==> config.mk <==
export PLATFORM = sky130hd
export DESIGN_NAME = uart_frame_rx
export DESIGN_NICKNAME = d
export VERILOG_FILES = /design/src/rtl/uart_frame_rx.sv
export SDC_FILE = /design/constraint.sdc
export NUM_CORES = 1
export LEC_CHECK = 0
export CELL_PAD_IN_SITES_DETAIL_PLACEMENT = 0
export CELL_PAD_IN_SITES_GLOBAL_PLACEMENT = 2
export CORE_AREA = 2 2 113 71
export DETAILED_ROUTE_END_ITERATION = 7
export DIE_AREA = 0 0 115 73
export PLACE_DENSITY = 0.83
export SLEW_MARGIN = 20
export SYNTH_ARGS = -nofsm -noshare
export SYNTH_HDL_FRONTEND = slang
export SYNTH_SLANG_ARGS = --single-unit
==> constraint.sdc <==
create_clock -name clk -period 5.45 [get_ports clk]
set_input_delay 0.8175 -clock clk [delete_from_list [all_inputs] [get_ports clk]]
set_output_delay 0.8175 -clock clk [all_outputs]
set_load 0.02 [all_outputs]
==> src/rtl/uart_frame_rx.sv <==
// uart_frame_rx: two-byte UART frame receiver ({command, address}) with inter-byte timeout.
// Define UART_PARITY_EN to expect an even-parity bit after bit 7 of each byte.
module uart_frame_rx #(
  parameter int CLK_HZ       = 50000000,
  parameter int BAUD         = 9600,
  parameter int TIMEOUT_BITS = 20
) (
  input  logic        clk,
  input  logic        rst_n,
  input  logic        rx,
  output logic [15:0] frame,
  output logic        frame_valid,
  output logic        frame_err,
  output logic        busy
);
  localparam int CPB = CLK_HZ / BAUD;
  localparam int CW  = CPB > 2 ? $clog2(CPB) : 1;
  localparam int GW  = $clog2(TIMEOUT_BITS + 1);
`ifdef UART_PARITY_EN
  localparam int NB = 9;
`else
  localparam int NB = 8;
`endif
  localparam logic [CW-1:0] LAST = CW'(CPB - 1);
  localparam logic [CW-1:0] HALF = CW'(CPB / 2);
  typedef enum logic [2:0] {IDLE, START, DATA, STOP, GAP} state_t;
  state_t          state;
  logic            rx_s1, rx_s2, rx_q;
  logic [CW-1:0]   cnt;
  logic [3:0]      idx;
  logic [GW-1:0]   gap;
  logic [NB-1:0]   sh;
  logic [7:0]      byte0;
  logic            second, hold;
  logic            fall, tick, good;
  assign fall = rx_q & ~rx_s2;
  assign tick = cnt == LAST;
`ifdef UART_PARITY_EN
  assign good = rx_s2 & ~^sh;
`else
  assign good = rx_s2;
`endif
  always_ff @(posedge clk or negedge rst_n) begin
    if (!rst_n) begin
      state       <= IDLE;
      rx_s1       <= 1'b1;
      rx_s2       <= 1'b1;
      rx_q        <= 1'b1;
      cnt         <= '0;
      idx         <= '0;
      gap         <= '0;
      sh          <= '0;
      byte0       <= '0;
      second      <= 1'b0;
      hold        <= 1'b0;
      frame       <= '0;
      frame_valid <= 1'b0;
      frame_err   <= 1'b0;
      busy        <= 1'b0;
    end else begin
      rx_s1       <= rx;
      rx_s2       <= rx_s1;
      rx_q        <= rx_s2;
      frame_valid <= 1'b0;
      frame_err   <= 1'b0;
      cnt         <= tick ? '0 : cnt + 1'b1;
      case (state)
        IDLE: begin
          cnt <= '0;
          if (fall) begin
            state  <= START;
            busy   <= 1'b1;
            second <= 1'b0;
          end
        end
        START: if (cnt == HALF) begin
          cnt <= '0;
          idx <= '0;
          if (rx_s2) begin
            state <= IDLE;
            busy  <= 1'b0;
          end else state <= DATA;
        end
        DATA: if (tick) begin
          sh  <= {rx_s2, sh[NB-1:1]};
          idx <= idx + 4'd1;
          if (idx == 4'(NB - 1)) state <= STOP;
        end
        STOP: if (hold) begin
          // after a bad byte, stay here until the line is back high
          cnt <= '0;
          if (rx_s2) begin
            hold  <= 1'b0;
            state <= IDLE;
          end
        end else if (tick) begin
          if (!good) begin
            frame_err <= 1'b1;
            busy      <= 1'b0;
            hold      <= 1'b1;
          end else if (second) begin
            frame       <= {byte0, sh[7:0]};
            frame_valid <= 1'b1;
            busy        <= 1'b0;
            state       <= IDLE;
          end else begin
            byte0 <= sh[7:0];
            gap   <= '0;
            state <= GAP;
          end
        end
        GAP: if (fall) begin
          state  <= START;
          cnt    <= '0;
          second <= 1'b1;
        end else if (tick) begin
          gap <= gap + 1'b1;
          if (gap == GW'(TIMEOUT_BITS - 1)) begin
            frame_err <= 1'b1;
            busy      <= 1'b0;
            state     <= IDLE;
          end
        end
        default: state <= IDLE;
      endcase
    end
  end
endmodule
After elaboration in Yosys (flattened, before gate mapping)
Index checks and enable logic that the tools add are counted.
W data, S select, Z words.
{"block": "totals", "ff_bits": 65, "out_inout_bits": 19, "elab_cells": 117}
{"block": "op_classes", "addsub": 3, "n_eq_ne": 27, "mux": 55, "bitwise_logic": 4, "n_reduce_logical": 13}
{"op": "$mux W13", "n": 4}
{"op": "$pmux W13 S4", "n": 1}
{"op": "$mux W3", "n": 12}
{"op": "$mux W5", "n": 6}
{"op": "$ne A2 B2 Y1 const B", "n": 13}
{"op": "$mux W1", "n": 23}
{"op": "$ne A3 B3 Y1 const B", "n": 6}
{"op": "$pmux W3 S5", "n": 1}
{"op": "$add A13 B1 Y13 const B", "n": 1}
{"op": "$eq A13 B12 Y1 const B", "n": 1}
{"op": "$eq A13 B13 Y1 const B", "n": 1}
{"op": "$pmux W5 S2", "n": 1}
{"op": "$reduce_and A10 Y1", "n": 1}
{"op": "$reduce_and A5 Y1", "n": 2}
{"op": "$reduce_and A9 Y1", "n": 1}
{"op": "$mux W4", "n": 2}
{"op": "$pmux W4 S2", "n": 1}
{"op": "$reduce_and A7 Y1", "n": 1}
{"op": "$eq A3 B2 Y1 const B", "n": 2}
{"op": "$reduce_and A3 Y1", "n": 2}
{"op": "$reduce_bool A2 Y1", "n": 3}
{"op": "$add A5 B1 Y5 const B", "n": 1}
{"op": "$eq A5 B5 Y1 const B", "n": 1}
{"op": "$add A4 B1 Y4 const B", "n": 1}
{"op": "other kinds (11)", "n": 14}

Depth between registers and ports, before layout
Gate-level depths: netlist (run 1).
{"block": "logic_depth", "word_depth": 5, "mapped_depth": 8, "depth_no_buf": 7}

Worst setup path before layout (run 1)
No wires, ideal clock.
{"block": "synth_path", "kind": "register -> register", "startpoint": "reg cnt[0]", "endpoint": "reg frame[10]", "arrival_ns": 2.116, "required_time_ns": 5.325, "path_slack_ns": 3.209, "path_stages_with_launch": 7, "synth_period_minus_slack_ns": 2.241, "path_cell_list": "dfrtp_1 -> ha_1 -> nand4bb_2 -> or3_4 -> nor3_4 -> buf_6 -> mux2_2"}
{"block": "synth_via", "elab_chain_len": 2}
{"element": "from (decl)", "line_no": "29", "text": "logic [CW-1:0] cnt;"}
{"element": "from (signal assigned)", "line_no": "66", "text": "cnt <= tick ? '0 : cnt + 1'b1;"}
{"element": "$eq A13 B13 Y1", "line_no": "37", "text": "assign tick = cnt == LAST;"}
{"element": "$reduce_and A5 Y1 (no line)"}
{"element": "to (signal assigned)", "line_no": "102", "text": "frame <= {byte0, sh[7:0]};"}
{"element": "to (decl)", "line_no": "11", "text": "output logic [15:0] frame,"}
Every way passes these cells.
A chain may end at the register's enable or synchronous reset.

Worst setup path in the final report (run 1)
{"block": "layout_path", "startpoint": "reg cnt[0]", "endpoint": "reg frame[9]"}
Same word-level chain as after synthesis.

==> metrics, run 1 <==
RSZ-0062 raised after global routing=no; fin nets=307; PortBufs=21; Synth top area share=0.5111; Synth area leaders=dfrtp_1 51%, mux2_2 10%, nand2_1 4.7%, nor2_1 3.0%, dfstp_2 2.6%; Pre-Repair DR Iteration Count=4; Routability Congestion=about 0.78; Worst EP required=approximately 5.7 ns; Synth area leader=dfrtp_1; Fin Clk Skew=roughly 0.0085 ns; row count=25; cell family with most CP delay=simple AND/OR/NAND/NOR gates; ANT cells=0; Die X-Extent=115 µm; count leader, synth=dfrtp_1; CP peak stage delay=0.67 ns; Peak Freq=380.9 MHz; Clock Tree Root=clkbuf_16; average size of a mapped cell=11.00 µm²; critical path's slowest cell=nor3_4; Slew @ Worst Pin=a little over 0.8 ns; FF-to-FF setup slack=~2.8 ns; Post-synth EDFFs=0; total of fill cells in the finished design=approximately 670; setup bufs post-CTS=0; gr usage total=0.1613; Area growth syn-to-layout=18.51%; DIE HEIGHT=between 70 and 80 µm; DR vias/cell=~5.2; detailed placement HPWL=~4000 µm; Critical path buffers and inverters=0; DRC violations left=0; CP Launch Type=register; Core Area=7507 µm²; initial DRC count=109; Max Slew Vio Count=0; period utilization=0.4817; Worst Hold Class=reg -> reg; status=finished, final reports clean; register area share after synthesis=0.5371; layout cells sized above 1=0.1908; crit-path cells=ha_1 -> nand4bb_2 -> or3_4 -> nor3_4 -> mux2_2; Die ar.=8395 µm²; clk_lat worst skew=between 0.3 and 0.4 ns; Hold Fails Final Rpt=0; Peak VDD IR=between 0.15 and 0.2 mV; Post-synth ARST share=1.000; Synth warnings=0; I/O Pins=22; final setup vio count=0; Worst Setup End Kind=register; Cell Count, Final, Fillers Out=about 400; Seq cells post-synth=65; Max Root-Sink Buffers=2; hold_buf cts=0; GRT overflow=0; ANT nets after route=0; first-pass GRT wire length=approximately 10,000 µm; drt wl/cell=14.92 µm; headroom to the max-slew limit=0.4565; ys flop type=dfrtp_1; Clock transition at path regs=about 0.050 ns; Max Fanout on Critical Path=16; Critical Path AT=2.84 ns; clock sinks=65; CTS tree=built; H-tree depth=3; Cell Area, Synth=approximately 3000 µm²; min cycle time layout=2.625 ns; CTS Buf Count=9; initial antenna violation count=0; most instantiated cells after synthesis=62 x dfrtp_1, 38 x nand2_1, 28 x mux2_2; post-synth net total=between 200 and 300; cell total after placement=383; Max-Cap Viols=0; Synth cell types=44; CTS resizes=0; Power Dens Cells=between 300 and 400 nW/µm²; largest net degree at the start of global routing=66; final WL=a little under 6000 µm; Post-Syn Instances=276; WS Path Type=reg -> reg; Initial Util=0.4043; final hold slack=approximately 0.35 ns; via count=2,060; Pleak=around 1.6 nW; vias in the first global route=1,958; setup TNS=0 ns
sequential cells by signal, indices dropped and copies added, names as in the netlist:
signal	flops
good	1
hold	1
byte0	8
second	1
cnt	13
rx_s1	1
frame_valid	1
gap	5
frame	16
idx	4
sh	8
busy	1
frame_err	1
state	3
rx_q	1
cells in the final DEF (no fill, tap or decap), types with 2 or more instances in the layout:
cell type,netlist,layout
nand4_1,2,2
clkbuf_1,4,2
buf_4,1,2
a21oi_1,8,8
nand2_1,38,38
o21ai_0,12,12
dfrtp_1,62,62
o22ai_1,4,4
a31oi_1,3,3
nor2b_1,3,3
xor2_1,4,4
clkdlybuf4s50_1,0,20
nor3_1,12,12
clkbuf_16,0,9
ha_1,4,4
a21o_1,2,2
nand4b_1,2,2
or3_1,2,2
xnor2_1,7,7
dfstp_2,3,3
inv_1,7,7
nor2_1,24,24
nor4_1,4,4
a22o_1,2,2
nand3_1,10,10
nand2b_1,3,3
nand4bb_2,2,2
nor4_4,2,2
or2_2,2,2
mux2_2,28,28
clkinv_2,0,3
report_power, final:
| part | switching (W) | total [W] | internal [W] |
|---|---|---|---|
| combinational | 0.000154 | 0.000260 | 0.000106 |
| clock | 0.000197 | 0.000546 | 0.000349 |
| sequential | 0.0000497 | 0.000562 | 0.000512 |
| total | 0.000401 | 0.00137 | 0.000967 |
logic make-up (layout without fill, tap and decap cells):
family,count (synthesis),in the layout,share of synthesized area
mux,29,29,0.1072
fa+ha+maj,4,4,0.01649
simple gates,113,113,0.2007
compound gates,37,37,0.08038
xor+xnor,11,11,0.03174
buf+inv,17,45,0.02638
flops,65,65,0.5371
through the flow:
step	total power, W	utilization	area, µm²	worst slack (ns)
global route	0.001440	0.4792	3597	2.617
finish	0.001368	0.4792	3597	2.825
global placement	0.0008302	0.4422	3319	2.870
detailed placement	0.0008290	0.4422	3319	2.809
floorplan	0.0007562	-	3035	3.209
CTS	0.001380	0.4792	3597	2.802
final cells by class:
type                    instances  area (µm²)  area share
inverters                       7       26.28    0.007304
clock buffers                  11       232.7     0.06470
repair buffers                 23       220.2     0.06122
multi-input cells             194        1325      0.3683
flip-flops and latches         65        1630      0.4532
clock inverters                 4       45.04     0.01252
well taps                      94       117.6     0.03270
path summary, 6_finish.rpt:
| path | start | end | depth (start not counted) |
|---|---|---|---|
| max | cnt[0] | frame[9] | 5 |
| min | rx_s1 | good | 0 |
| max reg2reg | cnt[0] | frame[9] | 5 |
| min reg2reg | rx_s1 | good | 0 |
| max in group asynchronous | rst_n | frame[8] | 2 |
| min in group asynchronous | rst_n | cnt[1] | 2 |
layer usage:
metal / routed length [µm] / vias up / track usage
met5: 0 / - / 0
met4: 109 / 0 / 0.06560
met3: 202 / 8 / 0.05482
met2: 2275 / 29 / 0.1928
met1: 3350 / 1005 / 0.2558
li1: - / 1018 / -
Note: power is estimated with default switching activity, not from simulation.
==> inputs of run 2 (changes only) <==
--- a/config.mk
+++ b/config.mk
@@ -7,10 +7,10 @@
 export LEC_CHECK = 0
 export CELL_PAD_IN_SITES_DETAIL_PLACEMENT = 0
 export CELL_PAD_IN_SITES_GLOBAL_PLACEMENT = 2
-export CORE_AREA = 2 2 113 71
+export CORE_AREA = 2 2 124 78
 export DETAILED_ROUTE_END_ITERATION = 7
-export DIE_AREA = 0 0 115 73
-export PLACE_DENSITY = 0.83
+export DIE_AREA = 0 0 126 80
+export PLACE_DENSITY = 0.73
 export SLEW_MARGIN = 20
 export SYNTH_ARGS = -nofsm -noshare
 export SYNTH_HDL_FRONTEND = slang
==> constraint.sdc (replaced) <==
create_clock -name clk -period 2.3 [get_ports clk]
set_input_delay 0.345 -clock clk [delete_from_list [all_inputs] [get_ports clk]]
set_output_delay 0.345 -clock clk [all_outputs]
set_load 0.02 [all_outputs]
==> run 2 against run 1 <==
Sequential cell count unchanged; combinational power up 150%; design area up 7.1%; critical endpoint is now state[1]; die area up 20%; largest power group is now clock.
==> metrics, run 2 (same netlist as run 1, synthesis figures left out) <==
critical path's slowest cell=dfrtp_1; DRC violations left=0; Sequential Power Share=0.391; via count=~2,100; cell total after placement=between 400 and 500; final setup vio count=0; worst flop-to-flop path startpoint=cnt[4]; crit-path cells=or3_1 -> nor4_2 -> nor2b_1 -> a2111oi_4 -> mux2_2; Worst Setup End Kind=register; period utilization=0.9507; Peak Freq=457.3 MHz; DR vias/cell=approximately 4.8; CP Launch Type=register; Cell Count, Final, Fillers Out=about 440; Pleak=~1.8 nW; layout cells sized above 1=0.2492; Max-Cap Viols=0; FF-to-FF setup slack=about 0.11 ns; Max Fanout on Critical Path=7; Die ar.=roughly 10,000 µm²; clock network power share=0.418; CTS Buf Count=9; Clock Tree Root=clkbuf_16; status=finished, final reports clean; vias in the first global route=2,060; Critical Path AT=2.40 ns; final hold slack=0.02810 ns; max FFs per register=16; DIE HEIGHT=approximately 80 µm; most common cell after layout, fill and taps aside=dfrtp_1; clk_lat worst skew=0.33 ns; Initial Util=0.3403; min cycle time layout=2.187 ns; Fin Clk Skew=just over 0.006 ns; initial antenna violation count=0; setup TNS=0 ns; gr usage total=0.1408; PortBufs=21; Core Area=8919 µm²; hold_buf cts=0; Worst R2R Path Depth=5; largest net degree at the start of global routing=66; Max Slew Vio Count=0; final WL=6365 µm; row count=27; Worst EP required=approximately 2.5 ns; Psw=approximately 0.00096 W; Final Util=0.4318; Slew @ Worst Pin=approximately 0.44 ns; Int Pwr=around 0.0024 W; Peak VDD IR=roughly 0.34 mV; Area growth syn-to-layout=26.88%; CTS tree=built; Clock transition at path regs=roughly 0.050 ns; I/O Pins=22; WS Path Type=reg -> reg; H-tree depth=3; GRT overflow=0; Worst Hold Class=in -> async; RSZ-0062 raised after global routing=no; largest registers=frame x16, cnt x13; Hold Fails Final Rpt=0; Pre-Repair DR Iteration Count=4; Power Dens Cells=881.4 nW/µm²; Worst R2R End=state[1]; part of the power in combinational logic=0.191; clock sinks=65; switch share=0.2823; Die X-Extent=~130 µm; ANT cells=0; commonest non-fill, non-tap cells in the layout=62 x dfrtp_1, 38 x nand2_1, 28 x mux2_2; initial DRC count=100; Design Area, Final=between 3000 and 4000 µm²; headroom to the max-slew limit=0.7071; drt wl/cell=approximately 14 µm; first-pass GRT wire length=~11,000 µm; cell area after placement=about 3500 µm²; Routability Congestion=around 0.77; ANT nets after route=0; CP peak stage delay=between 0.4 and 0.5 ns; Top reg by flops=frame; Max Root-Sink Buffers=2; detailed placement HPWL=between 4000 and 5000 µm; fin nets=~330
run 2: repair_timing:
item                       CTS  global route
gates resized for setup      0             1
setup endpoints to repair    0             1
buffers inserted             0             0
run 2: area by class of cell:
| cell class | count | area, µm² |
|---|---|---|
| Sequential cell | 65 | 1630 |
| Clock buffer | 10 | 229.0 |
| Tap cell | 116 | 145.1 |
| Inverter | 7 | 26.28 |
| Clock inverter | 6 | 82.58 |
| Multi-Input combinational cell | 194 | 1330 |
| Timing Repair Buffer | 43 | 407.9 |
| Fill cell | 873 | 5067 |
run 2: power groups by stage:
| stage | Clock (W) | Combinational (W) | Sequential (W) |
|---|---|---|---|
| final | 0.00142 | 0.000649 | 0.00133 |
| after global routing | 0.00152 | 0.000733 | 0.00134 |
| after CTS | 0.00146 | 0.000658 | 0.00132 |
| after detailed placement | 0 | 0.000656 | 0.00134 |
| after global placement | 0 | 0.000661 | 0.00135 |
| after floorplan | 0 | 0.000496 | 0.00130 |
run 2: critical path: cells and delay by family (launching register included):
kind	cells	cell delay, ns
AND/OR/NAND/NOR	3	0.82
flip-flops	1	0.45
AO/OA/AOI/OAI	1	0.43
multiplexers	1	0.38
run 2: how the worst max path moves through the flow:
stage,from,end,slack (ns)
after floorplan,cnt[0],frame[10],0.06
after global placement,cnt[4],busy,0.18
after detailed placement,cnt[4],state[1],0.11
after CTS,cnt[4],state[1],0.1
after global routing,cnt[4],state[1],0.004
final,cnt[4],state[1],0.11
run 2: metal layers:
| layer | vias to the layer above | track usage | wire [µm] |
|---|---|---|---|
| met5 | - | 0 | 0 |
| li1 | 1058 | - | - |
| met1 | 997 | 0.2260 | 3618 |
| met4 | 0 | 0.06593 | 117 |
| met3 | 10 | 0.04424 | 348 |
| met2 | 37 | 0.1608 | 2280 |
run 2: metrics by stage:
step | total power [W] | worst slack, ns
finish | 0.003394 | 0.1134
floorplan | 0.001792 | 0.05901
global route | 0.003598 | 0.003933
CTS | 0.003444 | 0.09589
detailed placement | 0.001999 | 0.1131
global placement | 0.002007 | 0.1807
